### src/rtl/dff_bank_arbiter.sv
// Round-robin arbiter for four requesters sharing one WIDTH-bit register bank.
// A grant lasts one cycle (WRITE); the granted slice of d_bus is loaded on the following edge.
module dff_bank_arbiter #(
  parameter int unsigned WIDTH = 8
) (
  input  logic               clk,
  input  logic               rst_n,
  input  logic [3:0]         req,
  input  logic [4*WIDTH-1:0] d_bus,
  output logic [3:0]         grant,
  output logic [WIDTH-1:0]   q,
  output logic [WIDTH-1:0]   qbar,
  output logic               busy,
  output logic [1:0]         last_id,
  output logic [7:0]         wr_count
);

  typedef enum logic {IDLE, WRITE} state_t;

  state_t           r_state;
  state_t           w_next;
  logic [3:0]       r_grant;
  logic [WIDTH-1:0] r_q;
  logic [1:0]       r_last_id;
  logic [7:0]       r_wr_count;
  logic [1:0]       w_win_id;
  logic             w_found;
  logic [WIDTH-1:0] w_sel_data;

  // Scan last_id+1 .. last_id+4 (mod 4); the first index with req set wins.
  always_comb begin
    w_win_id = r_last_id;
    w_found  = 1'b0;
    for (int unsigned k = 1; k <= 4; k++) begin
      logic [1:0] idx;
      idx = r_last_id + 2'(k);
      if (!w_found && req[idx]) begin
        w_found  = 1'b1;
        w_win_id = idx;
      end
    end
  end

  // The winner is latched into last_id, so it also selects the write data.
  always_comb begin
    w_sel_data = '0;
    for (int unsigned i = 0; i < 4; i++) begin
      if (r_last_id == 2'(i)) w_sel_data = d_bus[i*WIDTH +: WIDTH];
    end
  end

  always_comb begin
    w_next = r_state;
    case (r_state)
      IDLE:    if (|req) w_next = WRITE;
      WRITE:   w_next = IDLE;
      default: w_next = IDLE;
    endcase
  end

  always_ff @(posedge clk) begin
    if (!rst_n) r_state <= IDLE;
    else        r_state <= w_next;
  end

  always_ff @(posedge clk) begin
    if (!rst_n) begin
      r_grant    <= '0;
      r_q        <= '0;
      r_last_id  <= 2'd3;
      r_wr_count <= '0;
    end else begin
      case (r_state)
        IDLE: begin
          if (|req) begin
            r_grant   <= 4'b0001 << w_win_id;
            r_last_id <= w_win_id;
          end else begin
            r_grant <= '0;
          end
        end
        WRITE: begin
          r_q        <= w_sel_data;
          r_grant    <= '0;
          r_wr_count <= r_wr_count + 8'd1;
        end
        default: r_grant <= '0;
      endcase
    end
  end

  assign grant    = r_grant;
  assign q        = r_q;
  assign qbar     = ~r_q;
  assign busy     = (r_state == WRITE);
  assign last_id  = r_last_id;
  assign wr_count = r_wr_count;

endmodule

### config.mk
export PLATFORM = sky130hd
export DESIGN_NAME = dff_bank_arbiter
export DESIGN_NICKNAME = d
export VERILOG_FILES = /design/src/rtl/dff_bank_arbiter.sv
export SDC_FILE = /design/constraint.sdc
export NUM_CORES = 1
export LEC_CHECK = 0
export ABC_CLOCK_PERIOD_IN_PS = 2400
export CAP_MARGIN = 20
export CORE_ASPECT_RATIO = 1.5
export CORE_UTILIZATION = 42
export CTS_BUF_LIST = sky130_fd_sc_hd__clkbuf_2 sky130_fd_sc_hd__clkbuf_4 sky130_fd_sc_hd__clkbuf_8
export CTS_CLUSTER_DIAMETER = 30
export DETAILED_ROUTE_END_ITERATION = 10
export GPL_TIMING_DRIVEN = 1
export PLACE_DENSITY_LB_ADDON = 0.15
export SYNTH_ARGS = -nofsm -noshare
export SYNTH_HDL_FRONTEND = slang
export SYNTH_SLANG_ARGS = --single-unit
### constraint.sdc
create_clock -name clk -period 2.4 [get_ports clk]
set_input_delay 0.6 -clock clk [delete_from_list [all_inputs] [get_ports clk]]
set_output_delay 0.6 -clock clk [all_outputs]
set_load 0.005 [all_outputs]
==> Yosys cells after proc, flatten, opt, wreduce, memory -nomap -nowiden <==
Cells that the tools add are included.
{ "op_classes": {"n_bitwise": 2, "n_reduce_logical": 9, "shift": 1, "addsub": 4, "n_eq_ne": 3, "muxes": 23, "magnitude_cmp": 4} }
{ "ops": {"columns": ["op", "n"], "rows": [
  ["$mux W8", 4],
  ["$lt A2 B3 Y1 const B", 4],
  ["$add A8 B1 Y8 const B", 1],
  ["$bmux W1 S2", 4],
  ["$mux W1", 8],
  ["$mux W2", 4],
  ["$not A8 Y8", 1],
  ["$pmux W4 S2", 1],
  ["$add A2 B2 Y2 const B", 2],
  ["$eq A2 B2 Y1 const B", 2],
  ["$mux W4", 1],
  ["$reduce_or A4 Y1", 1],
  ["$shl A1 B2 Y4 const A", 1],
  ["$logic_and A1 B1 Y1", 3],
  ["$logic_not A1 Y1", 3],
  ["$add A2 B1 Y2 const B", 1],
  ["$eq A2 B1 Y1 const B", 1],
  ["$logic_not A2 Y1", 1],
  ["$pmux W1 S2", 1],
  ["$reduce_and A2 Y1", 1],
  ["$not A1 Y1", 1]
]} }
{ "totals": {"elab_cells": 51, "out_inout_bits": 31, "ff_bits": 23} }

==> Longest topological paths before layout <==
Gate-level depths: netlist of the first run.
{ "logic_depth": {"word_depth": 16, "mapped_depth": 9, "mapped_depth_nobuf": 7} }

==> Least setup slack after synthesis of the first run <==
Ideal clock, no wire load.
{ "synth_timing": {"path_type": "register -> register", "startpoint": "register r_last_id[0], in the netlist last_id[0]", "endpoint": "register r_grant[0], in the netlist grant[0]", "arrival_ns": 2.163, "synth_period_minus_slack_ns": 2.236, "path_slack_ns": 0.164, "required_ns": 2.327, "path_stages_with_launch": 10, "setup_time_ns": 0.073, "n_path_buf": 2, "path_cell_list": "dfxtp_1 buf_6 inv_1 ha_1 clkbuf_1 mux4_2 nor2b_4 nand4b_4 a31oi_4 nor3b_2"} }
{ "synth_between": {"elab_chain_len": 16, "elab_cells_between_ends": 27, "cone_classes": "add/sub (3); shift (1); mux (17); reduce/logical (6)"} }
{ "synth_lines": {"columns": ["item", "line", "source"], "rows": [
  ["start, declared", "24", "logic [1:0] r_last_id;"],
  ["start signal, assigned", "77", "r_last_id <= w_win_id;"],
  ["$add A2 B1 Y2", "36", "idx = r_last_id + 2'(k);"],
  ["$bmux W1 S2", "37", "if (!w_found && req[idx]) begin"],
  ["$mux W1 (not written as such)", "37", null],
  ["$mux W1", "37", null],
  ["$logic_not A1 Y1", "37", null],
  ["$logic_and A1 B1 Y1", "37", null],
  ["$mux W1", "37", null],
  ["$logic_not A1 Y1", "37", null],
  ["$logic_and A1 B1 Y1", "37", null],
  ["$mux W1", "37", null],
  ["$logic_not A1 Y1", "37", null],
  ["$logic_and A1 B1 Y1", "37", null],
  ["$mux W2 *", "37", null],
  ["$shl A1 B2 Y4 *", "76", "r_grant <= 4'b0001 << w_win_id;"],
  ["$mux W4 *", "75", "if (|req) begin"],
  ["$pmux W4 S2 *", "73", "case (r_state)"],
  ["end signal, assigned", "76", null],
  ["end, declared", "22", "logic [3:0] r_grant;"]
]} }
Mark *: on every way between the ends. The rest lies on a longest branch, timed or not. The select of a mux whose other input is x is not followed.
A chain may end at the register's enable or synchronous reset.

==> Worst setup path in the final report of the first run <==
{ "layout_timing": {"startpoint": "input port req[0]", "endpoint": "register r_grant[3], in the netlist grant[3]"} }
{ "layout_between": {"elab_chain_len": 15, "elab_cells_between_ends": 25, "cone_classes": "shift (1); mux (17); reduce/logical (7)"} }
{ "layout_lines": {"columns": ["item", "line", "source"], "rows": [
  ["start, declared", "8", "input logic [3:0] req,"],
  ["$bmux W1 S2", "37", null],
  ["$mux W1 (not written as such)", "37", null],
  ["$mux W1", "37", null],
  ["$logic_not A1 Y1", "37", null],
  ["$logic_and A1 B1 Y1", "37", null],
  ["$mux W1", "37", null],
  ["$logic_not A1 Y1", "37", null],
  ["$logic_and A1 B1 Y1", "37", null],
  ["$mux W1", "37", null],
  ["$logic_not A1 Y1", "37", null],
  ["$logic_and A1 B1 Y1", "37", null],
  ["$mux W2", "37", null],
  ["$shl A1 B2 Y4", "76", null],
  ["$mux W4 *", "75", null],
  ["$pmux W4 S2 *", "73", null]
]} }
Marks and branches as above.

==> impl_metrics.csv, run 1 <==
group,metric,value,unit
layout,final_layout_size_suffix_gt1_frac,0.0947,
route,drt_iter0_markers,22,
synthesis,yosys_warnings,0,
critical_path,cp_slowest_stage_delay,0.53,ns
placement,place_inst,281,
layout,multi_input_area,926,sq um
route,dr.max_layer_used,"met4",
critical_path,worst-path-max-fanout,5,
timing,maxSlewViolCount,0,
cts,clockBufferDepth,2,
timing,fin_crit,2.16,ns
synthesis,synth-seq-area-share,0.311,
critical_path,reg2reg_slack,0.36,ns
route,vias,1469,
pwr,p_seq_frac,0.253,
critical_path,worstPathArrival,2.34,ns
run,cap_violations,0,
cts,h-tree-depth,1,
pwr,vdd_drop_max,0.000735,V
layout,diodes,0,
pwr,combPwrFrac,0.627,
synthesis,syn_area,1480,sq um
critical_path,required,2.58,ns
critical_path,worstSetupPathType,"in -> reg",
synthesis,synth.distinct_cells,35,
synthesis,netlist_top_cells_count,"26 x nand2_1, 23 x dfxtp_1, 18 x a21oi_1",
placement,io_buffers,68,
route,drc,0,
global_route,grt-ovfl-total,0,
critical_path,path_delay_family,"multiplexers",
cts,path_clk_slew,0.08,ns
route,vias_per_cell,5.15,
cts,cts_setup_buffers,0,
pwr,switching_share,0.385,
cts,ctsRootBufferMaster,"clkbuf_8",
floorplanning,core_area,3380,sq um
route,wl_per_cell,13.7,um
floorplanning,dieArea,3770,sq um
layout,nets,287,
floorplanning,ios,69,
timing,finalCritPeriodShare,0.901,
timing,setup_tns,0,ns
hold_path,min_path_type,"reg -> reg",
synthesis,ys_seq_elements,23,
floorplanning,start_util,0.438,
route,wl_met2,2090,um
placement,place.gp.congestion,0.864,
cts,clock_latency,0.26,ns
timing,max_freq,0.463,GHz
route,drt-met1-wl,1620,um
timing,hold_viol,0,
pwr,switchingPower,732,uW
layout,syn2layout_area_growth,53.2,%
synthesis,synth_area_leaders,"dfxtp_1 31%, nand2_1 6.6%, a21oi_1 6.1%",
critical_path,crit_path_top_delay_cell,"mux4_2",
cts,cts-buffers-inserted,3,
synthesis,synth_top_area_frac,0.311,
critical_path,endpoint_kind,"register",
pwr,power.density,838,nW/um^2
critical_path,cp_num_buf_inv,1,
synthesis,synth_area_leader_cell,"dfxtp_1",
pwr,fin_total_pwr,1900,uW
placement,hpwl,3030,um
timing,clock_skew,0.00492,ns
global_route,grt_max_degree,24,
timing,worstMarginPinSlew,0.499,ns
global_route,grt_pass1_wl,6230,um
timing,rsz0062_at_grt,"no",
layout,register_area,460,sq um
route,wl_met3,178,um
pwr,power_frac_clock,0.120,
global_route,antenna_found_initial,0,
cts,cts_resized,0,
route,wirelength,3900,um
critical_path,cp-start-kind,"input port",
critical_path,path_cells,"clkdlybuf4s50_1 > mux4_2 > nor2b_4 > nor2_1 > xnor2_1 > nor3b_1",
cts,cts_tree,"yes",
floorplanning,die_w,50.5,um
synthesis,synth_fp_nets,218,
synthesis,syn_inst,175,
global_route,first_global_vias,1425,
timing,slew_headroom,0.667,
cts,clock-sinks,23,
route,firstDrtPassIters,4,
timing,setup_viol,0,
route,final_antenna_net_count,0,
cts,cts_hold_buf,0,
layout,final.fill_count,301,
floorplanning,rows,26,
synthesis,avgSynthCellArea,8.46,sq um
synthesis,synth_edf_count,0,
pwr,p_leak,0.000924,uW
run_status,status,"finished clean",
synthesis,synth_flop_cell,"dfxtp_1",
synthesis,synth.most_common_cell,"nand2_1",
floorplanning,die_h,74.7,um
layout,fin_cells,285,
synthesis,async_reset_ff_frac,0,
global_route,grt.total_usage,0.213,
pwr,p_int,1170,uW
-- logic make-up after synthesis --
kind of cell | Yosys count | share of synthesized area
flip-flops | 23 | 0.311
XOR/XNOR | 7 | 0.0414
AO/OA/AOI/OAI | 47 | 0.227
adder cells (fa/ha/maj) | 5 | 0.0423
multiplexers | 6 | 0.0676
buffers and inverters | 23 | 0.0634
AND/OR/NAND/NOR | 64 | 0.247
-- power groups by stage --
stage,Clock [uW],Combinational (uW),Sequential (uW)
final,229,1190,480
after global routing,252,1300,489
after CTS,236,1200,480
after detailed placement,0,1190,488
after global placement,0,1160,487
after floorplan,0,791,512
-- layout by cell type, fill, tap and decap left out, drive strengths merged --
cell type and count:
clkdlybuf4s50 68, nand2 26, dfxtp 23, a21oi 18, inv 11, o211ai 10, o211a 9, nand3b 8
buf 8, xnor2 6, and2 5, nor2 5, ha 5, o21ai 5, nand4 4, mux4 3
clkbuf 3, nor2b 3, nor3b 3, and3 3, mux2 2, nand2b 2, nor3 2, or3 2
a21boi 2, nand4b 1, a211oi 1, a211o 1, a31oi 1, mux2i 1, xor2 1, clkinv 1
-- per-stage QoR --
| step | setup WS (ns) | area [sq um] | util | hold WS [ns] |
|---|---|---|---|---|
| 2_1_floorplan | 0.164 | 1480 | - | 0.480 |
| 3_3_place_gp | 0.0589 | 2220 | 0.656 | 0.475 |
| 3_5_place_dp | -0.0710 | 2220 | 0.656 | 0.488 |
| 4_1_cts | 0.205 | 2270 | 0.670 | 0.508 |
| 5_1_grt | 0.150 | 2270 | 0.670 | 0.517 |
| 6_report | 0.238 | 2270 | 0.670 | 0.500 |
-- worst paths after layout --
check,from,end,cells after the start
max,req[0],grant[3]$_SDFF_PP0_,6
min,wr_count[7]$_SDFFE_PN0P_,wr_count[7]$_SDFFE_PN0P_,2
max reg2reg,last_id[0]$_SDFFE_PN1P_,grant[0]$_SDFF_PP0_,7
min reg2reg,wr_count[7]$_SDFFE_PN0P_,wr_count[7]$_SDFFE_PN0P_,2
-- registers in the layout (all words and copies together) (netlist names) --
signal	count
busy	1
grant	4
last_id	2
q	8
wr_count	8
-- routing by layer --
layer / vias to the layer above / GRT usage
li1: 756 / -
met1: 668 / 0.231
met2: 43 / 0.419
met3: 2 / 0.0283
met4: 0 / 0.0679
met5: - / 0
-- worst min-delay path, stage by stage (launching register included) --
cell and delay, ns:
dfxtp_1 0.32, o21ai_0 0.07, a21boi_0 0.07
-- area by class of cell --
class / count / area share
Tap cell: 42 / 0.0232
Multi-Input combinational cell: 129 / 0.408
Inverter: 11 / 0.0182
Timing Repair Buffer: 76 / 0.327
Sequential cell: 23 / 0.203
Clock inverter: 1 / 0.00221
Clock buffer: 3 / 0.0182
No activity file was read; power rests on OpenSTA's default activity.
==> run 2: changes to the inputs <==
--- a/config.mk
+++ b/config.mk
@@ -5,15 +5,16 @@
 export SDC_FILE = /design/constraint.sdc
 export NUM_CORES = 1
 export LEC_CHECK = 0
-export ABC_CLOCK_PERIOD_IN_PS = 2400
+export ABC_CLOCK_PERIOD_IN_PS = 2500
 export CAP_MARGIN = 20
 export CORE_ASPECT_RATIO = 1.5
-export CORE_UTILIZATION = 42
+export CORE_UTILIZATION = 46
 export CTS_BUF_LIST = sky130_fd_sc_hd__clkbuf_2 sky130_fd_sc_hd__clkbuf_4 sky130_fd_sc_hd__clkbuf_8
 export CTS_CLUSTER_DIAMETER = 30
 export DETAILED_ROUTE_END_ITERATION = 10
 export GPL_TIMING_DRIVEN = 1
 export PLACE_DENSITY_LB_ADDON = 0.15
+export SLEW_MARGIN = 10
 export SYNTH_ARGS = -nofsm -noshare
 export SYNTH_HDL_FRONTEND = slang
 export SYNTH_SLANG_ARGS = --single-unit
==> constraint.sdc (replaced) <==
create_clock -name clk -period 2.5 [get_ports clk]
set_input_delay 0.625 -clock clk [delete_from_list [all_inputs] [get_ports clk]]
set_output_delay 0.625 -clock clk [all_outputs]
set_load 0.005 [all_outputs]
==> run 2 against run 1 <==
  * Clock power is 2% higher
  * Count of clock-buffer cells in the layout unchanged
  * Design area fell by 0.83%
  * Die area down 8.4%
  * First-iteration DRC count increased by 27%
==> impl_metrics.csv, run 2 (synthesis results as in run 1) <==
group,metric,value,unit
global_route,antenna_found_initial,0,
critical_path,r2r_end,"grant[0]$_SDFF_PP0_",
floorplanning,die_w,48.3,um
pwr,power.density,814,nW/um^2
timing,maxSlewViolCount,0,
route,final_antenna_net_count,0,
run,cap_violations,0,
run_status,status,"finished clean",
floorplanning,dieArea,3450,sq um
critical_path,endpoint_kind,"register",
route,firstDrtPassIters,4,
route,vias_per_cell,5.28,
timing,slew_headroom,0.668,
placement,place.gp.congestion,0.820,
pwr,p_leak,0.000915,uW
timing,rsz0062_at_grt,"no",
layout,final_layout_size_suffix_gt1_frac,0.0871,
cts,cts_resized,0,
layout,layout.cells.most_common,"clkdlybuf4s50_1",
timing,setup_viol,0,
critical_path,worstSetupEndpoint,"grant[0]$_SDFF_PP0_",
critical_path,worst-path-max-fanout,9,
timing,hold_slack,0.501,ns
cts,cts-buffers-inserted,3,
floorplanning,core_area,2970,sq um
global_route,grt-ovfl-total,0,
layout,fin_cells,280,
hold_path,min_path_type,"reg -> reg",
timing,hold_viol,0,
timing,finalCritPeriodShare,0.928,
cts,cts_setup_buffers,0,
critical_path,rr_startpoint,"last_id[1]$_SDFFE_PN1P_",
placement,place_inst,276,
pwr,vdd_drop_max,0.000991,V
route,wirelength,3970,um
timing,fin_crit,2.32,ns
floorplanning,die_h,71.5,um
layout,diodes,0,
critical_path,reg2reg_slack,0.18,ns
layout,syn2layout_area_growth,51.9,%
global_route,grt_max_degree,24,
floorplanning,start_util,0.498,
hold_path,holdPathStages,2,
critical_path,r2r_cells,7,
cts,clockBufferDepth,2,
floorplanning,ios,69,
critical_path,worstSetupPathType,"reg -> reg",
layout,final_cell_mix,"68 x clkdlybuf4s50_1, 26 x nand2_1, 23 x dfxtp_1",
timing,clock_skew,0.00217,ns
cts,clock_latency,0.27,ns
cts,cts_tree,"yes",
cts,cts_hold_buf,0,
placement,io_buffers,68,
placement,hpwl,3060,um
route,drc,0,
placement,dpl_worst_slack,0.00738,ns
global_route,first_global_vias,1515,
route,vias,1478,
layout,nets,285,
cts,ctsRootBufferMaster,"clkbuf_8",
layout,fin_util,0.756,
global_route,grt_pass1_wl,6680,um
cts,path_clk_slew,0.08,ns
route,wl_per_cell,14.2,um
cts,h-tree-depth,1,
cts,clock-sinks,23,
critical_path,worstPathArrival,2.52,ns
route,drt_iter0_markers,28,
global_route,grt.total_usage,0.240,
critical_path,cp-start-kind,"register",
critical_path,required,2.70,ns
timing,setup_ws,0.180,ns
timing,worstMarginPinSlew,0.498,ns
critical_path,startpoint,"last_id[1]$_SDFFE_PN1P_",
timing,setup_tns,0,ns
timing,max_freq,0.431,GHz
floorplanning,rows,24,
-- run 2: worst min path at each step --
stage	start	end	slack, ns
6_report	wr_count[7]$_SDFFE_PN0P_	wr_count[7]$_SDFFE_PN0P_	0.50
5_1_grt	q[6]$_SDFFE_PN0P_	q[6]$_SDFFE_PN0P_	0.54
4_1_cts	wr_count[7]$_SDFFE_PN0P_	wr_count[7]$_SDFFE_PN0P_	0.50
3_5_place_dp	wr_count[7]$_SDFFE_PN0P_	wr_count[7]$_SDFFE_PN0P_	0.49
3_3_place_gp	wr_count[7]$_SDFFE_PN0P_	wr_count[7]$_SDFFE_PN0P_	0.48
2_1_floorplan	wr_count[7]$_SDFFE_PN0P_	wr_count[7]$_SDFFE_PN0P_	0.48
-- run 2: metal layers --
layer,up-vias,part of all wire,GRT usage,routed length [um]
met5,-,0,0,0
met4,0,0.014,0.0784,56
met3,5,0.055,0.0425,219
met2,52,0.52,0.465,2060
met1,674,0.41,0.259,1630
li1,747,-,-,-
-- run 2: worst max-delay path: stages, from the launching register on --
cell	delay (ns)
dfxtp_1	0.52
inv_1	0.16
ha_1	0.49
mux4_2	0.39
nor2_1	0.18
o21ai_2	0.11
a31oi_4	0.22
nor3b_2	0.18
-- run 2: final cells by class --
cell class,count,area [sq um]
multi-input combinational,129,926
timing repair buffer,74,726
fill,207,724
sequential,23,460
tap,39,48.8
clock buffer,3,41.3
inverter,11,41.3
clock inverter,1,5.00
-- run 2: stage by stage --
stage,power [uW],area (sq um)
final,1830,2250
after global placement,1570,2200
after CTS,1840,2250
after detailed placement,1600,2200
after floorplan,1250,1480
after global routing,1960,2250
-- run 2: power by group --
part / internal, uW / switching (uW) / total, uW
registers: 429 / 48.4 / 477
clock network: 111 / 121 / 233
logic: 572 / 549 / 1120
total: 1110 / 719 / 1830
==> edit, RTL diff (config.mk and constraints of run 1) <==
Make the reset (`rst_n`) asynchronous in 2 clocked blocks.
--- a/src/rtl/dff_bank_arbiter.sv
+++ b/src/rtl/dff_bank_arbiter.sv
@@ -60,3 +60,3 @@
 
-  always_ff @(posedge clk) begin
+  always_ff @(posedge clk or negedge rst_n) begin
     if (!rst_n) r_state <= IDLE;
@@ -65,3 +65,3 @@
 
-  always_ff @(posedge clk) begin
+  always_ff @(posedge clk or negedge rst_n) begin
     if (!rst_n) begin
Check against the original RTL: differs if rst_n is asserted again (counterexample within 4 cycles, from zero or initial values and one cycle with rst_n low); with rst_n held inactive, the same outputs for 10 cycles.
==> edit against run 1 <==
- sequential cell count is the same
- first-iteration DRC count shrank 4.5%
- area after synthesis grew 1.3%
- worst setup slack lost 0.18 ns
- final area grew 5.0%
- register-to-register slack lost 0.30 ns
- critical endpoint is now grant[0]
- wire length shrank 8.5%
- power grew 49%
- utilization grew 2.7 points
==> edit: results (changes against run 1) <==
- CP arrival: 2.54 ns (was 2.34 ns)
- Family with the most delay on the worst path: simple AND/OR/NAND/NOR gates (was multiplexers)
- Placed Cells: 269 (was 281)
- Worst slew margin: 66.0% (was 66.7%)
- Synth top cells by count: 25 x a21oi_1, 23 x nand2_1, 21 x dfrtp_1, 15 x inv_1 (was 26 x nand2_1, 23 x dfxtp_1, 18 x a21oi_1, 11 x inv_1, 10 x o211ai_1)
- Routed WL per cell: 12.9 um (was 13.7 um)
- Half-perimeter wire length after placement: 2890 um (was 3030 um)
- Area after DPL: 2270 um2 (was 2220 um2)
- Top cells by area, synth: dfrtp_1 35%, a21oi_1 8.3%, mux4_2 6.0% (was dfxtp_1 31%, nand2_1 6.6%, a21oi_1 6.1%)
- Postcts setup bufs: 1 (was 0)
- Global Route Usage Sum: 19.6% (was 21.3%)
- YS warnings: 0 (unchanged)
- CP max stage delay: 0.57 ns (was 0.53 ns)
- WL met2: 1900 um (was 2090 um)
- Maximum vdd drop: 0.844 mV (was 0.735 mV)
- Leak: 1.09 nW (was 0.924 nW)
- Mapped Nets: 201 (was 218)
- Met1 usage: 22.3% (was 23.1%)
- Vias in the first global route: 1317 (was 1425)
- Met3 usage in global routing: 2.42% (was 2.83%)
- CP max-delay cell: dfstp_2 (was mux4_2)
- Sequential area share after synthesis: 38.6% (was 31.1%)
- Synth cell types: 34 (was 35)
- Met3 WL post-DR: 154 um (was 178 um)
- GRT met2 Usage: 37.0% (was 41.9%)
- Average instance area after synthesis: 9.49 um2 (was 8.46 um2)
- First-pass GRT wire length: 5730 um (was 6230 um)
- Pre-CTS setup slack: -0.191 ns (was -0.0710 ns)
- Hold Path Class: reg -> reg (unchanged)
- Status: finished clean (unchanged)
- Initial DRC count: 21 (was 22)
- Fillers: 280 (was 301)
- Main synth FF type: dfrtp_1 (was dfxtp_1)
- Via Count: 1467 (was 1469)
- GP Congestion: 0.820 (was 0.864)
- Layout Nets: 279 (was 287)
- M1 WL: 1450 um (was 1620 um)
- Final Non-Filler Cells: 277 (was 285)
- Worst Skew: 0.00197 ns (was 0.00492 ns)
- Asr flop ratio synth: 100% (was 0%)
- Fraction of layout cells with a size suffix above 1: 14.5% (was 9.47%)
- Crit-path max FO: 4 (was 5)
[edit: cells by family (layout without fill, tap and decap cells)]
| logic type | count (synthesis) | in the layout | synth area share (%) |
|---|---|---|---|
| mux | 9 | 9 | 10.6 |
| xor+xnor | 7 | 7 | 4.09 |
| flops | 23 | 23 | 38.6 |
| simple gates | 46 | 46 | 16.4 |
| fa+ha+maj | 5 | 5 | 4.17 |
| buf+inv | 25 | 102 | 7.26 |
| compound gates | 43 | 43 | 18.9 |
[edit: power breakdown]
group	internal [mW]	total [mW]	switching, mW
registers	0.567	0.698	0.132
clock network	0.116	0.230	0.114
logic	1.11	1.90	0.793
total	1.79	2.83	1.04
[edit: metrics by stage]
step | hold slack (ns) | TNS, ns
floorplan | 0.304 | -0.421
global placement | 0.459 | -0.427
detailed placement | 0.473 | -0.803
CTS | 0.483 | 0
global route | 0.500 | -0.0144
finish | 0.477 | 0
[edit: final cells by class]
type | instances | area [um2] | share of cell area, %
multi-input cells | 110 | 842 | 35.4
repair buffers | 82 | 800 | 33.6
well taps | 42 | 52.6 | 2.21
flip-flops and latches | 23 | 578 | 24.3
clock inverters | 1 | 5.00 | 0.210
inverters | 16 | 62.6 | 2.63
clock buffers | 3 | 41.3 | 1.73
[edit: path summary, 6_finish.rpt]
path / from / end / slack (ns) / depth (start not counted)
setup / recovery: last_id[0] / grant[0] / 0.06 / 7
hold / removal: wr_count[7] / wr_count[7] / 0.48 / 1
setup reg to reg: last_id[0] / grant[0] / 0.06 / 7
hold reg to reg: wr_count[7] / wr_count[7] / 0.48 / 1
max in group asynchronous: rst_n / last_id[0] / 1.44 / 2
min in group asynchronous: rst_n / q[7] / 0.68 / 2
